File: config.mk
export PLATFORM = sky130hd
export DESIGN_NAME = inst_fetch_unit
export DESIGN_NICKNAME = d
export VERILOG_FILES = /design/src/rtl/inst_fetch_unit_pkg.sv /design/src/rtl/inst_fetch_unit_fifo.sv /design/src/rtl/inst_fetch_unit.sv
export SDC_FILE = /design/constraint.sdc
export NUM_CORES = 1
export LEC_CHECK = 0
export CAP_MARGIN = 20
export CORE_MARGIN = 2
export CORE_UTILIZATION = 40
export DETAILED_ROUTE_END_ITERATION = 16
export PLACE_DENSITY_LB_ADDON = 0.25
export SKIP_CTS_REPAIR_TIMING = 1
export SYNTH_ARGS = -nofsm -noshare
export SYNTH_HDL_FRONTEND = slang
export SYNTH_SLANG_ARGS = --single-unit
File: constraint.sdc
create_clock -name clk_cpu -period 2.74 [get_ports clk_cpu]
set_input_delay 0.274 -clock clk_cpu [delete_from_list [all_inputs] [get_ports clk_cpu]]
set_output_delay 0.274 -clock clk_cpu [all_outputs]
set_load 0.005 [all_outputs]
File: src/rtl/inst_fetch_unit_pkg.sv
// inst_fetch_unit_pkg: shared widths, reset address, FIFO sizing and fetch FSM encoding
package inst_fetch_unit_pkg;
  localparam int WORD = 32;
  localparam logic [WORD-1:0] START_ADRS = 32'h0000_0000;
  localparam int HCYCL = 5;
  localparam int FQ_DEPTH = 4;
  localparam int FQ_PTR_W = 2;
  localparam logic [1:0] INST_ALIGN = 2'b00;
  typedef enum logic [1:0] {FS_RESET = 2'd0, FS_FETCH = 2'd1, FS_FULL = 2'd2} fs_e;
endpackage

File: src/rtl/inst_fetch_unit_fifo.sv
// inst_fetch_unit_fifo: synchronous {pc,inst} prefetch FIFO with push/pop/clear and occupancy out
module inst_fetch_unit_fifo #(
  parameter int DEPTH = 4,
  parameter int PTR_W = 2,
  parameter int W = 64
) (
  input  logic           clk,
  input  logic           rst,
  input  logic           clr,
  input  logic           push,
  input  logic           pop,
  input  logic [W-1:0]   din,
  output logic [W-1:0]   dout,
  output logic [PTR_W:0] count
);
  localparam logic [PTR_W-1:0] LAST = PTR_W'(DEPTH - 1);
  localparam logic [PTR_W:0] FULL = (PTR_W + 1)'(DEPTH);
  logic [W-1:0] mem_q [DEPTH];
  logic [PTR_W-1:0] wr_q, rd_q;
  logic [PTR_W:0] cnt_q;
  logic do_push, do_pop;
  always_comb begin
    do_push = push & (cnt_q != FULL);
    do_pop = pop & (cnt_q != '0);
    dout = mem_q[rd_q];
    count = cnt_q;
  end
  always_ff @(posedge clk) begin
    if (rst || clr) begin
      wr_q <= '0;
      rd_q <= '0;
      cnt_q <= '0;
    end else begin
      wr_q <= do_push ? (wr_q == LAST ? '0 : wr_q + 1'b1) : wr_q;
      rd_q <= do_pop ? (rd_q == LAST ? '0 : rd_q + 1'b1) : rd_q;
      cnt_q <= cnt_q + (PTR_W + 1)'(do_push) - (PTR_W + 1)'(do_pop);
    end
  end
  // Storage needs no reset: entries are only observed once counted in.
  always_ff @(posedge clk) begin
    if (do_push) mem_q[wr_q] <= din;
  end
endmodule

File: src/rtl/inst_fetch_unit.sv
// inst_fetch_unit: fetch PC, 1-cycle ROM issue, prefetch FIFO, redirect flush.
// Define FETCH_PERF_EN to add the perf_fetched/perf_flushed counters.
module inst_fetch_unit
  import inst_fetch_unit_pkg::*;
#(
  parameter int DEPTH = FQ_DEPTH,
  parameter int PTR_W = FQ_PTR_W
) (
  input  logic            clk_cpu,
  input  logic            reset,
  output logic            mem_req,
  output logic [WORD-1:0] mem_adrs,
  input  logic [WORD-1:0] mem_rdata,
  input  logic            redirect,
  input  logic [WORD-1:0] redirect_pc,
  output logic            inst_valid,
  input  logic            inst_ready,
  output logic [WORD-1:0] inst,
  output logic [WORD-1:0] inst_pc
`ifdef FETCH_PERF_EN
  ,
  output logic [31:0]     perf_fetched,
  output logic [31:0]     perf_flushed
`endif
);
  localparam int CW = PTR_W + 1;
  localparam logic [CW-1:0] FULL = CW'(DEPTH);
  localparam logic [WORD-1:0] ALIGN_MASK = {{(WORD - 2){1'b1}}, INST_ALIGN};
  fs_e state_q, state_d;
  logic [WORD-1:0] pc_q, pc_d, rd_pc_q;
  logic inflight_q;
  logic push, pop;
  logic [CW-1:0] count, occ, cnt_nxt;
  logic [2*WORD-1:0] head;
  inst_fetch_unit_fifo #(.DEPTH(DEPTH), .PTR_W(PTR_W), .W(2 * WORD)) u_fifo (
    .clk(clk_cpu),
    .rst(reset),
    .clr(redirect),
    .push(push),
    .pop(pop),
    .din({rd_pc_q, mem_rdata}),
    .dout(head),
    .count(count)
  );
  // A popped slot is not credited until the next cycle, so occupancy uses the current count.
  always_comb begin
    inst_valid = count != '0;
    pop = inst_valid & inst_ready;
    push = inflight_q & ~redirect;
    occ = count + CW'(inflight_q);
    mem_req = (state_q == FS_FETCH) && (occ < FULL) && !redirect;
    mem_adrs = pc_q;
    cnt_nxt = redirect ? '0 : count + CW'(push) - CW'(pop);
    state_d = (state_q == FS_RESET || redirect) ? FS_FETCH :
              (cnt_nxt + CW'(mem_req) == FULL) ? FS_FULL : FS_FETCH;
    pc_d = redirect ? (redirect_pc & ALIGN_MASK) : mem_req ? pc_q + 32'd4 : pc_q;
    inst = inst_valid ? head[WORD-1:0] : '0;
    inst_pc = inst_valid ? head[2*WORD-1:WORD] : '0;
  end
  always_ff @(posedge clk_cpu) begin
    if (reset) begin
      state_q <= FS_RESET;
      pc_q <= START_ADRS;
      rd_pc_q <= '0;
      inflight_q <= 1'b0;
    end else begin
      state_q <= state_d;
      pc_q <= pc_d;
      rd_pc_q <= mem_req ? pc_q : rd_pc_q;
      inflight_q <= mem_req;
    end
  end
`ifdef FETCH_PERF_EN
  always_ff @(posedge clk_cpu) begin
    if (reset) begin
      perf_fetched <= '0;
      perf_flushed <= '0;
    end else begin
      perf_fetched <= perf_fetched + 32'(pop);
      if (redirect) perf_flushed <= perf_flushed + 32'(count) - 32'(pop) + 32'(inflight_q);
    end
  end
`endif
endmodule

==> results.sh, run 1 <==
export IMPL_nets=1085
export IMPL_syn2layout_area_growth_pct=27.71
export IMPL_ys_top_cells_by_count="248 x edfxtp_1, 72 x and2_1, 72 x dfxtp_1, 62 x mux4_2, 51 x nand2_1"
export IMPL_min_from="reset"
export IMPL_gp_congestion=0.8239
export IMPL_yosysWarnings=0
export IMPL_clock_root_buffer="clkbuf_16"
export IMPL_drt_iter0_markers=396
export IMPL_row_count=65
export IMPL_start_kind="flop"
export IMPL_grtUsageTotal_pct=16.39
export IMPL_min_path_type="input pin to flop"
export IMPL_ys_ff_latch=320
export IMPL_max_freq_ghz=0.3754
export IMPL_synth_top_cells_by_area="edfxtp_1 58%, dfxtp_1 11%, mux4_2 11%"
export IMPL_finalHoldViolCount=0
export IMPL_rr_worst_depth=11
export IMPL_endpoint_kind="output port"
export IMPL_syn_instance_count=816
export IMPL_grt_pass1_wl_mm=42.75
export IMPL_timing_hold_ws_ns=0.3024
export IMPL_final_max_slew_viol_count=0
export IMPL_pwr_density_cell_nw_per_um2=638.0
export IMPL_antenna_cells=0
export IMPL_yosys_area_top_type="edfxtp_1"
export IMPL_ant_nets=0
export IMPL_drive_gt1_share_pct=16.76
export IMPL_postSynthAreaPerCell_um2=15.69
export IMPL_ys_types=43
export IMPL_crit_type="flop to output port"
export IMPL_numPortBuffers=159
export IMPL_synth_edf_count=248
export IMPL_met1_usage_pct=23.20
export IMPL_multi_input_area_um2=3715
export IMPL_syn_area_um2=12800
export IMPL_drc=0
export IMPL_worst_pin_slew_ns=0.7044
export IMPL_chipWidth_um=182.9
export IMPL_drt_wl_total_mm=27.50
export IMPL_critPathMaxFanout=14
export IMPL_io_pins=166
export IMPL_reg2reg_from="u_fifo.count[0]$_SDFF_PP0_"
export IMPL_core_um2=31560
export IMPL_setup_viol_count_final=0
export IMPL_fillers=2666
export IMPL_fin_crit_ns=2.664
export IMPL_cellLeakagePower_nw=5.509
export IMPL_finalClockSkew_ns=0.01647
export IMPL_clock_latency_ns=0.50
export IMPL_finalCritPeriodShare_pct=97.22
export IMPL_cts_sinks=320
export IMPL_htree_levels=2
export IMPL_clk_pin_slew_worst_paths_ns=0.06
export IMPL_grt_busiest_layer="met2"
export IMPL_vdd_ir_drop_max_v=0.0004010
export IMPL_viasPerCell=5.172
export IMPL_cts_max_path_buffers=3
export IMPL_cts_buffers=35
export IMPL_grt_use_met3_pct=3.356
export IMPL_final_util_pct=51.81
export IMPL_antenna_found_initial=0
export IMPL_gr_total_overflow=0
export IMPL_yosysSeqAreaShare_pct=69.44
export IMPL_start_util_pct=40.57
export IMPL_required_ns=2.47
export IMPL_max_cap_violations=0
export IMPL_grt_max_degree=64
export IMPL_die_area_um2=33450
export IMPL_status="finished, final reports clean"
export IMPL_seq_area_um2=8897
export IMPL_max_slew_margin_pct=53.04
export IMPL_cts_tree="built"
export IMPL_synth_flop_cell="edfxtp_1"
export IMPL_setup_ws_ns=0.07617
export IMPL_num_vias=7386
export IMPL_dp_hpwl_mm=17.25
export IMPL_rsz0062_at_grt="true"
export IMPL_synth_top_area_share_pct=58.18
export IMPL_hold_depth=2
export IMPL_synth_async_reset_ratio_pct=0
export IMPL_met2_usage_pct=26.25
export IMPL_wl_per_cell_um=19.26
export IMPL_synthMostInstantiatedCell="edfxtp_1"
export IMPL_grt_pass1_vias=7544
export IMPL_drt_first_pass_iters=5
export IMPL_die_h_um=182.9
export IMPL_arrival_ns=2.39
export IMPL_dp_slack_ns=-0.02324
==> where the power goes <==
part	leakage (nW)	total [mW]	internal (mW)	switching, mW
clock network	0.533	4.46	2.67	1.79
registers	2.96	5.37	5.28	0.0870
logic	2.01	0.600	0.329	0.270
total	5.51	10.4	8.29	2.14
==> per-stage QoR <==
stage / std cells / setup TNS (ns) / cell area (um2) / total power [mW]
2_1_floorplan: 819 / 0 / 12830 / 5.703
3_3_place_gp: 1360 / -0.03715 / 15100 / 6.061
3_5_place_dp: 1360 / -0.02324 / 15100 / 6.067
4_1_cts: 1420 / -0.8880 / 16200 / 10.55
5_1_grt: 1428 / -0.02971 / 16350 / 10.82
6_report: 1428 / 0 / 16350 / 10.43
==> flip-flops by register name (all words and copies together) (netlist names), named ones only <==
| register | flops |
|---|---|
| state_q | 2 |
| u_fifo.count | 3 |
| inflight_q | 1 |
| u_fifo.rd_q | 2 |
| u_fifo.mem_q | 248 |
| rd_pc_q | 30 |
| u_fifo.wr_q | 2 |
| mem_adrs | 30 |
==> final cells by class <==
type / count / area share (%)
inverter: 14 / 0.3214
tap: 402 / 3.077
clock inverter: 10 / 0.4822
timing repair buffer: 199 / 12.74
sequential: 320 / 54.42
clock buffer: 50 / 6.230
multi-input combinational: 433 / 22.72
==> final timing paths <==
| path | end | slack, ns |
|---|---|---|
| worst max-delay path | inst[16] | 0.08 |
| worst min-delay path | state_q[1]$_SDFF_PP0_ | 0.30 |
| worst max register to register | state_q[0]$_SDFF_PP0_ | 0.12 |
| worst min register to register | flop | 0.47 |
==> layer usage <==
metal	up-vias	wire length, um
met5	-	0
met4	0	431
met3	37	1611
met2	214	12760
met1	3665	12700
li1	3470	-
==> critical path, cell delays in order, from the launching register on <==
cell and delay [ns]:
dfxtp_4 0.49, clkbuf_16 0.27, mux4_2 0.51, and2_1 0.18, clkdlybuf4s50_1 0.44
==> layout by cell type (no fill, tap or decap), types with 13 or more instances in the layout <==
cell type,netlist,layout
a21oi_1,37,37
nand2_1,51,50
xnor2_1,20,20
a211oi_1,18,18
dfxtp_1,72,69
o21ai_0,35,35
edfxtp_1,248,248
inv_1,13,13
mux4_2,62,62
clkbuf_16,0,39
buf_4,5,26
nor2_1,33,32
clkdlybuf4s50_1,0,153
and2_1,72,68
==> kinds of logic (layout without fill, tap and decap cells) <==
| family | Yosys count | in the layout | synth area share (%) |
|---|---|---|---|
| AOI/OAI and AO/OA | 108 | 108 | 4.907 |
| xor gates and xnor gates | 28 | 28 | 1.916 |
| adders and majority gates | 14 | 14 | 1.486 |
| buffers and inverters | 66 | 273 | 2.150 |
| DFF | 320 | 320 | 69.44 |
| muxes | 65 | 65 | 11.14 |
| other | 1 | 4 | 0.02929 |
| and+or+nand+nor | 214 | 214 | 8.934 |
No activity file was read; power rests on OpenSTA's default activity.
==> run 2, diff against run 1 <==
Clock period 2.74 ns to 2.6 ns, I/O delays scaled along.
==> results.sh, run 2 (synthesized netlist as in run 1, its figures left out) <==
export IMPL_cts_max_path_buffers=3
export IMPL_min_from="reset"
export IMPL_required_ns=2.34
export IMPL_nets=1110
export IMPL_final_cell_mix="248 x edfxtp_1, 128 x clkdlybuf4s50_1, 69 x dfxtp_1"
export IMPL_antenna_cells=0
export IMPL_wl_per_cell_um=19.78
export IMPL_num_vias=7567
export IMPL_clock_root_buffer="clkbuf_16"
export IMPL_cts_buffers=34
export IMPL_r2r_end="state_q[1]$_SDFF_PP0_"
export IMPL_grt_pass1_vias=7558
export IMPL_viasPerCell=5.201
export IMPL_setup_ws_ns=-0.02689
export IMPL_drt_first_pass_iters=5
export IMPL_cp_cell_sequence="buf_12, clkbuf_16, mux4_2, and2_1, clkdlybuf4s50_1"
export IMPL_finalInstanceArea_um2=16760
export IMPL_largest_register_ff_count=248
export IMPL_max_slew_margin_pct=59.49
export IMPL_numPortBuffers=159
export IMPL_finalHoldViolCount=0
export IMPL_drt_wl_total_mm=28.79
export IMPL_rr_worst_depth=12
export IMPL_setup_viol_count_final=4
export IMPL_start_kind="flop"
export IMPL_grtUsageTotal_pct=16.57
export IMPL_row_count=65
export IMPL_pwr_density_cell_nw_per_um2=640.7
export IMPL_finalSetupTns_ns=-0.06789
export IMPL_worst_pin_slew_ns=0.6077
export IMPL_crit_type="flop to output port"
export IMPL_grt_pass1_wl_mm=42.70
export IMPL_status="finished, violations left"
export IMPL_drt_iter0_markers=365
export IMPL_placedInstanceArea_um2=15230
export IMPL_gr_total_overflow=0
export IMPL_max_freq_ghz=0.3807
export IMPL_drc=0
export IMPL_ant_nets=0
export IMPL_vdd_ir_drop_max_v=0.0003692
export IMPL_clk_pin_slew_worst_paths_ns=0.06
export IMPL_die_h_um=182.9
export IMPL_hold_depth=2
export IMPL_htree_levels=2
export IMPL_io_pins=166
export IMPL_die_area_um2=33450
export IMPL_final_max_slew_viol_count=0
export IMPL_layout_commonest_cell="edfxtp_1"
export IMPL_arrival_ns=2.37
export IMPL_fillers=2641
export IMPL_dp_slack_ns=-0.1604
export IMPL_violations="setup timing"
export IMPL_cp_slowest_stage_delay_ns=0.48
export IMPL_gp_congestion=0.8056
export IMPL_critPathMaxFanout=5
export IMPL_finalClockSkew_ns=0.01501
export IMPL_endpoint_kind="output port"
export IMPL_start_util_pct=40.57
export IMPL_antenna_found_initial=0
export IMPL_cp_slowest_cell="mux4_2"
export IMPL_core_um2=31560
export IMPL_fin_crit_ns=2.627
export IMPL_dp_hpwl_mm=17.28
export IMPL_crit_buf_inv=3
export IMPL_grt_max_degree=64
export IMPL_rsz0062_at_grt="true"
export IMPL_chipWidth_um=182.9
export IMPL_top_register="u_fifo.mem_q"
export IMPL_totalPowerFinal_mw=10.74
export IMPL_reg2reg_from="u_fifo.count[2]$_SDFF_PP0_"
export IMPL_crit_family="buffers and inverters"
export IMPL_hold_end="state_q[1]$_SDFF_PP0_"
export IMPL_cellLeakagePower_nw=6.117
export IMPL_finalCritPeriodShare_pct=101.0
export IMPL_cts_sinks=320
export IMPL_syn2layout_area_growth_pct=30.91
export IMPL_min_path_type="input pin to flop"
export IMPL_max_cap_violations=0
export IMPL_clock_latency_ns=0.50
export IMPL_cts_tree="built"
export IMPL_drive_gt1_share_pct=18.80
export IMPL_ff2ff_setup_slack_ns=-0.02
-- run 2: final cells by class --
| class | instances | area (um2) | share of cell area [%] |
|---|---|---|---|
| clock inverters | 17 | 103.9 | 0.6197 |
| flip-flops and latches | 320 | 8897 | 53.09 |
| clock buffers | 44 | 909.6 | 5.428 |
| repair buffers | 225 | 2526 | 15.08 |
| well taps | 402 | 503.0 | 3.002 |
| multi-input cells | 433 | 3765 | 22.47 |
| inverters | 14 | 52.55 | 0.3136 |
-- run 2: where the power goes --
group          leakage, nW  internal (mW)  switching, mW
Sequential            2.96           5.57         0.0786
Combinational         2.66          0.371          0.312
Clock                0.492           2.57           1.84
Total                 6.12           8.51           2.23
-- run 2: metal layers --
metal	GRT usage, %	vias to the layer above	wire [um]
met4	3.936	0	418
met1	23.67	3782	13640
met5	0	-	0
met2	26.46	213	13230
met3	3.157	38	1499
li1	-	3534	-
-- run 2: how the worst max path moves through the flow --
stage               slack (ns)  cells past startpoint                     to
global route             -0.16                     12  state_q[1]$_SDFF_PP0_
detailed placement       -0.16                     12  state_q[1]$_SDFF_PP0_
finish                   -0.03                      5            inst_pc[10]
CTS                      -0.19                     12  state_q[1]$_SDFF_PP0_
global placement         -0.14                     11  state_q[0]$_SDFF_PP0_
floorplan                -0.09                     12  state_q[0]$_SDFF_PP0_
-- run 2: metrics by stage --
| step | cells | util, % | hold WS (ns) |
|---|---|---|---|
| 4_1_cts | 1430 | 51.49 | 0.1187 |
| 6_report | 1455 | 53.10 | 0.1302 |
| 2_1_floorplan | 819 | - | 0.3589 |
| 3_5_place_dp | 1369 | 48.28 | 0.4894 |
| 5_1_grt | 1455 | 53.10 | 0.1472 |
| 3_3_place_gp | 1369 | 48.28 | 0.4765 |
-- run 2: worst register-to-register path, stage by stage, from the launching register on --
cell	delay, ns
dfxtp_2	0.32
or3_4	0.40
nand2_4	0.07
inv_2	0.04
ha_4	0.25
inv_2	0.04
ha_4	0.14
fa_1	0.49
nor2b_4	0.16
ha_4	0.21
nor4_4	0.28
nand2_1	0.08
nor2_1	0.08
==> run 3, diff against run 2 <==
Settings changed: CTS_CLUSTER_DIAMETER set to 30.
==> results.sh, run 3 (synthesized netlist as in run 1, its figures left out) <==
export IMPL_htree_levels=2
export IMPL_arrival_ns=3.08
export IMPL_top_register="u_fifo.mem_q"
export IMPL_p_clk_share_pct=55.1
export IMPL_reg2reg_from="u_fifo.count[0]$_SDFF_PP0_"
export IMPL_grtUsageTotal_pct=16.93
export IMPL_finalSetupTns_ns=0
export IMPL_drc=0
export IMPL_min_path_type="input pin to flop"
export IMPL_combPwrFrac_pct=4.9
export IMPL_rsz0062_at_grt="true"
export IMPL_syn2layout_area_growth_pct=41.17
export IMPL_wl_per_cell_um=19.27
export IMPL_worstSetupEndpoint="state_q[1]$_SDFF_PP0_"
export IMPL_required_ns=3.09
export IMPL_fillers=2490
export IMPL_start_util_pct=40.57
export IMPL_drt_wl_total_mm=29.35
export IMPL_antenna_cells=0
export IMPL_chipWidth_um=182.9
export IMPL_start_kind="flop"
export IMPL_clk_pin_slew_worst_paths_ns=0.05
export IMPL_crit_type="flop to flop"
export IMPL_drt_first_pass_iters=5
export IMPL_layout_commonest_cell="edfxtp_1"
export IMPL_max_freq_ghz=0.3855
export IMPL_cp_startpoint="u_fifo.count[0]$_SDFF_PP0_"
export IMPL_nets=1154
export IMPL_largest_register_ff_count=248
export IMPL_die_area_um2=33450
export IMPL_totalPowerFinal_mw=14.16
export IMPL_critPathMaxFanout=2
export IMPL_worst_pin_slew_ns=0.5583
export IMPL_r2r_end="state_q[1]$_SDFF_PP0_"
export IMPL_cts_tree="built"
export IMPL_gr_total_overflow=0
export IMPL_numPortBuffers=159
export IMPL_fin_crit_ns=2.594
export IMPL_max_slew_margin_pct=62.44
export IMPL_rr_worst_depth=12
export IMPL_power_switching_mw=2.983
export IMPL_finalCritPeriodShare_pct=99.76
export IMPL_gp_congestion=0.8056
export IMPL_cts_sinks=320
export IMPL_status="finished, final reports clean"
export IMPL_endpoint_kind="flop"
export IMPL_core_um2=31560
export IMPL_ff2ff_setup_slack_ns=0.006
export IMPL_die_h_um=182.9
export IMPL_pwr_density_cell_nw_per_um2=783.7
export IMPL_drive_gt1_share_pct=25.07
export IMPL_grt_max_degree=64
export IMPL_clock_root_buffer="clkbuf_16"
export IMPL_p_int_mw=11.18
export IMPL_antenna_found_initial=1
export IMPL_dp_hpwl_mm=17.28
export IMPL_sw_frac_of_total_pct=21.06
export IMPL_max_cap_violations=0
export IMPL_final_max_slew_viol_count=0
export IMPL_final_cell_mix="248 x edfxtp_1, 101 x clkdlybuf4s50_1, 68 x dfxtp_1"
export IMPL_vdd_ir_drop_max_v=0.0004869
export IMPL_ant_nets=0
export IMPL_grt_pass1_vias=7778
export IMPL_clock_latency_ns=0.56
export IMPL_seqPwrFrac_pct=39.9
export IMPL_grt_pass1_wl_mm=43.59
export IMPL_cts_buffers=59
export IMPL_cellLeakagePower_nw=7.246
export IMPL_finalClockSkew_ns=0.01148
export IMPL_num_vias=7823
export IMPL_finalHoldViolCount=0
export IMPL_setup_viol_count_final=0
export IMPL_row_count=65
export IMPL_io_pins=166
export IMPL_cts_max_path_buffers=3
export IMPL_viasPerCell=5.137
export IMPL_drt_iter0_markers=438
## run 3: cell types whose count changed in the layout (fill, tap and decap cells not counted), sizes merged
cell	previous run	this run
buf	61	80
clkdlybuf4s50	128	101
inv	14	28
clkinvlp	1	4
bufinv	1	9
clkbuf	50	73
dlymetal6s2s	30	57
clkinv	15	16
## run 3: power by group through the flow
stage	registers, mW	clock network, mW	logic, mW
finish	5.66	7.81	0.697
global route	5.66	8.18	0.760
CTS	5.66	7.94	0.668
detailed placement	5.75	0	0.663
global placement	5.75	0	0.658
floorplan	5.74	0	0.274
## run 3: per-layer routing
| metal | global-route usage, % | part of all wire, % | vias to the layer above |
|---|---|---|---|
| li1 | - | - | 3650 |
| met1 | 23.68 | 47 | 3891 |
| met2 | 26.75 | 46 | 237 |
| met3 | 3.713 | 5.7 | 45 |
| met4 | 5.088 | 1.8 | 0 |
| met5 | 0 | 0 | - |
## run 3: through the flow
stage	instances	setup slack [ns]	instance area [um2]	utilization, %	hold slack, ns
6_report	1523	0.006187	18070	57.27	0.07863
2_1_floorplan	819	-0.09237	12870	-	0.3589
3_3_place_gp	1369	-0.1407	15230	48.28	0.4765
5_1_grt	1523	-0.1295	18070	57.27	0.07786
4_1_cts	1479	-0.2060	17310	54.85	0.05525
3_5_place_dp	1369	-0.1604	15230	48.28	0.4894
## run 3: layout make-up
class | count | area, um2 | area share [%]
inverters | 14 | 52.55 | 0.2908
clock inverters | 43 | 525.5 | 2.908
flip-flops and latches | 320 | 8899 | 49.24
multi-input cells | 433 | 3780 | 20.92
well taps | 402 | 503.0 | 2.783
clock buffers | 67 | 1549 | 8.572
repair buffers | 244 | 2763 | 15.29
## run 3: critical path, stage by stage (launching register included)
cell and delay, ns:
dfxtp_2 0.31, or3_4 0.40, nand2_4 0.07, inv_2 0.04, ha_4 0.25, inv_2 0.03
ha_4 0.14, fa_1 0.48, nor2b_4 0.15, ha_4 0.21, nor4_4 0.28, nand2_1 0.08
nor2_1 0.08
## run 3: worst min-delay path by stage
stage / end / cells after the start / from
final: state_q[1]$_SDFF_PP0_ / 2 / reset
after global routing: rd_pc_q[17]$_SDFFE_PP0P_ / 2 / reset
after CTS: state_q[1]$_SDFF_PP0_ / 2 / reset
after detailed placement: u_fifo.mem_q[0][42]$_DFFE_PP_ / 0 / rd_pc_q[10]$_SDFFE_PP0P_
after global placement: u_fifo.mem_q[3][62]$_DFFE_PP_ / 0 / rd_pc_q[30]$_SDFFE_PP0P_
after floorplan: u_fifo.mem_q[0][0]$_DFFE_PP_ / 0 / mem_rdata[0]
